`src/rtl/pipelined_addsub.sv`:
```
`default_nettype none
// ============================================================================
// Module   : pipelined_addsub
// Purpose  : N-bit add/subtract, one CHUNK-bit slice per stage, valid/ready
// Revision : 1.0
// ============================================================================
module pipelined_addsub #(
   parameter int N     = 33,
   parameter int CHUNK = 11
) (
   input  logic         clk,
   input  logic         rst_n,
   input  logic         in_valid,
   output logic         in_ready,
   input  logic [N-1:0] x,
   input  logic [N-1:0] y,
   input  logic         sub,
   output logic         out_valid,
   input  logic         out_ready,
   output logic [N-1:0] s,
   output logic         cout,
   output logic         ovf
);

   localparam int STAGES = (N + CHUNK - 1) / CHUNK;
   localparam int LAST   = STAGES - 1;

   logic         w_adv;
   logic         r_v  [STAGES];
   logic         r_c  [STAGES];
   logic [N-1:0] r_x  [STAGES];
   logic [N-1:0] r_yy [STAGES];
   logic [N-1:0] r_s  [STAGES];
   logic         r_ovf;

   // The whole pipe moves as one; a stalled output freezes every stage.
   assign w_adv     = !r_v[LAST] || out_ready;
   assign in_ready  = w_adv;
   assign out_valid = r_v[LAST];
   assign s         = r_s[LAST];
   assign cout      = r_c[LAST];
   assign ovf       = r_ovf;

   for (genvar k = 0; k < STAGES; k++) begin : g_stage
      localparam int LO = k * CHUNK;
      localparam int W  = (k == LAST) ? (N - LO) : CHUNK;

      logic         w_vi;
      logic         w_ci;
      logic [N-1:0] w_xi;
      logic [N-1:0] w_yi;
      logic [N-1:0] w_si;
      logic [N-1:0] w_sn;
      logic [W:0]   w_slice;

      if (k == 0) begin : g_head
         assign w_vi = in_valid;
         assign w_ci = sub;
         assign w_xi = x;
         assign w_yi = sub ? ~y : y;
         assign w_si = '0;
      end else begin : g_body
         assign w_vi = r_v[k-1];
         assign w_ci = r_c[k-1];
         assign w_xi = r_x[k-1];
         assign w_yi = r_yy[k-1];
         assign w_si = r_s[k-1];
      end

      assign w_slice = {1'b0, w_xi[LO+W-1:LO]} + {1'b0, w_yi[LO+W-1:LO]}
                     + {{W{1'b0}}, w_ci};

      // Lower result slices ride along; this stage fills in its own slice.
      always_comb begin
         w_sn              = w_si;
         w_sn[LO+W-1:LO]   = w_slice[W-1:0];
      end

      always_ff @(posedge clk or negedge rst_n) begin
         if (!rst_n) begin
            r_v[k] <= 1'b0;
            r_c[k] <= 1'b0;
            r_s[k] <= '0;
         end else if (w_adv) begin
            r_v[k] <= w_vi;
            r_c[k] <= w_slice[W];
            r_s[k] <= w_sn;
         end
      end

      always_ff @(posedge clk) begin
         if (w_adv) begin
            r_x[k]  <= w_xi;
            r_yy[k] <= w_yi;
         end
      end

      if (k == LAST) begin : g_tail
         always_ff @(posedge clk or negedge rst_n) begin
            if (!rst_n) begin
               r_ovf <= 1'b0;
            end else if (w_adv) begin
               r_ovf <= (w_xi[N-1] == w_yi[N-1]) && (w_slice[W-1] != w_xi[N-1]);
            end
         end
      end
   end

endmodule
`default_nettype wire

```
`config.mk`:
```
export PLATFORM = sky130hd
export DESIGN_NAME = pipelined_addsub
export DESIGN_NICKNAME = d
export VERILOG_FILES = /design/src/rtl/pipelined_addsub.sv
export SDC_FILE = /design/constraint.sdc
export NUM_CORES = 1
export LEC_CHECK = 0
export ABC_AREA = 1
export CORE_ASPECT_RATIO = 0.6
export CORE_MARGIN = 4
export CORE_UTILIZATION = 29
export DETAILED_ROUTE_END_ITERATION = 6
export HOLD_SLACK_MARGIN = 0.15
export PLACE_DENSITY_LB_ADDON = 0.3
export RECOVER_POWER = 25
export SYNTH_ARGS = -nofsm -noshare
export SYNTH_HDL_FRONTEND = slang
export SYNTH_SLANG_ARGS = --single-unit
export TNS_END_PERCENT = 1
```
`constraint.sdc`:
```
create_clock -name clk -period 2.25 [get_ports clk]
set_input_delay 0.45 -clock clk [delete_from_list [all_inputs] [get_ports clk]]
set_output_delay 0.45 -clock clk [all_outputs]
set_load 0.02 [all_outputs]
```
==> impl_metrics.ini <==
[status]
outcome = complete, no violations

[clocking]
path_clk_slew_ns = 0.06
cts_setup_buffers = 0
cts_num_sinks = 139
cts_buffer_depth = 2
htreeDepth = 4
cts_tree = yes
cts-buffers-inserted = 17
cts-root-buf = clkbuf_16
clock_latency_ns = 0.42

[yosys]
synth_area_leaders = edfxtp_1 29%, dfrtp_1 27%, nand2_1 13%
yosysTopAreaCell = edfxtp_1
syn_area_per_cell_um2 = 9.56
yosys_most_used_dff = dfrtp_1
synth_nets = 813
async_reset_ff_share_pct = 52.5
ys_seq_area_share_pct = 56.3
synth_seq_cells = 139
synthTopCellsByCount = 238 x nand2_1, 73 x dfrtp_1, 68 x inv_1, 66 x edfxtp_1, 38 x nor2_1
synth.top_cell.area_share_pct = 29.3
yosysMostFrequentCell = nand2_1
synth_edf_count = 66
yosysWarnings = 0
yosysUniqueCellTypes = 29
synth_area_um2 = 6760
syn_inst = 707

[grt]
grt_util_all_layers_pct = 12.5
overflow = 0
grt_pass1_vias = 4724
antenna_found_initial = 1
grt_max_degree = 65
grt_pass1_wl_mm = 25.2

[worst_setup_path]
crit_end = s[30]$_DFFE_PN0P_
cp.depth = 11
reg2reg_slack_ns = 0.19
start_kind = flip-flop
worst_r2r_endpoint = s[30]$_DFFE_PN0P_
crit_chain = inv_1 -> fa_1 -> inv_1 -> fa_1 -> nand3_1 -> nand3_1 -> nand2_1 -> nand2_1 -> nand2_1 -> nand3_1 -> nand2_1
slowest_stage = fa_1
critical-path-top-delay-family = adder cells
crit_path_end_kind = flip-flop
cpMostUsedCell = nand2_1
worstPathArrival_ns = 2.37
r2r_start = g_stage[2].w_ci$_DFFE_PN0P_
r2r_cells = 11
crit_fanout = 4
cp-startpoint = g_stage[2].w_ci$_DFFE_PN0P_
critical_path_class = flip-flop to flip-flop
required_ns = 2.56
max_stage_delay_ns = 0.41
critPathBufInv = 2

[job]
drv_cap = 0

[sta]
period_share_pct = 91.5
relSlewSlack_pct = 45.5
finalHoldViolCount = 0
holdWs_ns = 0.419
rsz0062_at_grt = false
tightest_slew_ns = 0.818
skew_ns = 0.0116
min_period_ns = 2.06
finalMaxSlewViolations = 0
fin_setup_tns_ns = 0
setup-violations-final = 0
max_freq_mhz = 486

[drt]
dr.pass1.iters = 5
ant_nets = 0
drt_iter0_markers = 293
routedWlPerCell_um = 13.7
viasPerCell = 4.29
routed_wl_mm = 15.7
drc_errors = 0
route.vias.total = 4934

[min_path]
hp-class = flip-flop to flip-flop

[placed_design]
hpwlAfterDp_mm = 11.5
gp_congestion = 0.831
dp_cells = 1118
port_buffers = 107

[layout]
diodes = 0
layout.cells.non_filler = 1151
drive_gt1_share_pct = 8.07
multi_input_area_um2 = 2580
fin_util_pct = 39.4
fin_nets = 936
fillCellCount = 2279
final-seq-area_um2 = 3810
syn2layout_area_growth_pct = 31.0

[die]
die_y_um = 126
io_pins = 108
rows = 42
dieArea_um2 = 25900
chipWidth_um = 205
core-area_um2 = 22500
start_util_pct = 30.1

[power]
leakage_nw = 4.04
fin_total_pwr_mw = 10.5
ir_drop_v = 0.000473
p_per_area_nw_per_um2 = 1190
==> stage by stage <==
| stage | worst slack, ns | instance area (µm²) |
|---|---|---|
| after floorplan | 0.143 | 6760 |
| after global placement | -0.108 | 8280 |
| after detailed placement | -0.124 | 8280 |
| after CTS | 0.0315 | 8870 |
| after global routing | 0.0317 | 8860 |
| final | 0.190 | 8860 |
==> worst min path at each step <==
stage,startpoint,endpoint,cells past startpoint
global placement,rst_n,s[31]$_DFFE_PN0P_,1
detailed placement,rst_n,s[31]$_DFFE_PN0P_,1
finish,r_yy[0][22]$_DFFE_PP_,r_yy[0][55]$_DFFE_PP_,0
global route,r_yy[0][22]$_DFFE_PP_,r_yy[0][55]$_DFFE_PP_,0
floorplan,rst_n,cout$_DFFE_PN0P_,0
CTS,r_yy[0][22]$_DFFE_PP_,r_yy[0][55]$_DFFE_PP_,0
==> where the power goes <==
part,total (mW),switching [mW],internal [mW]
Combinational,3.81,2.24,1.56
Clock,2.70,1.13,1.57
Sequential,4.01,0.402,3.61
Total,10.5,3.78,6.74
==> registers in the layout, indices dropped and copies added, names as in the netlist <==
signal / count
g_stage.w_si: 33
s: 33
out_valid: 1
r_x: 33
ovf: 1
r_yy: 33
cout: 1
g_stage.w_ci: 2
g_stage.w_vi: 2
==> cell type report <==
class,count,area share [%]
Clock inverter,12,1.12
Clock buffer,20,5.41
Tap cell,308,4.35
Inverter,72,3.08
Multi-Input combinational cell,477,29.1
Timing Repair Buffer,123,13.9
Sequential cell,139,43.0
==> metal layers <==
layer  vias up  wire length (µm)  GRT usage, %
met5         -                11             0
met2       120              6180          16.8
met3        10               891          4.03
met4         2               114          2.95
met1      2260              8550          19.2
li1       2542                 -             -
==> cell families after synthesis <==
group / after synthesis / synth area share [%]
DFF: 139 / 56.3
AOI/OAI and AO/OA: 62 / 4.92
adders and majority gates: 35 / 7.03
buffers and inverters: 91 / 5.52
and+or+nand+nor: 341 / 21.1
xor gates and xnor gates: 39 / 5.05
==> what timing repair did <==
action,in CTS,in global routing
hold endpoints to repair,26,0
endpoints found under the setup margin,0,1
hold buffers,1,0
resized for setup,0,1
==> cells in the final DEF (no fill, tap or decap), types with 19 or more instances in the layout <==
cell             count
clkbuf_16           19
nand3_1             37
nand2_1            238
xor2_1              32
clkdlybuf4s50_1     82
inv_1               68
dfrtp_1             73
o21ai_0             37
nor2_1              38
ha_1                30
edfxtp_1            66
dlygate4sd3_1       23
Power figures use the tool's default switching activity.
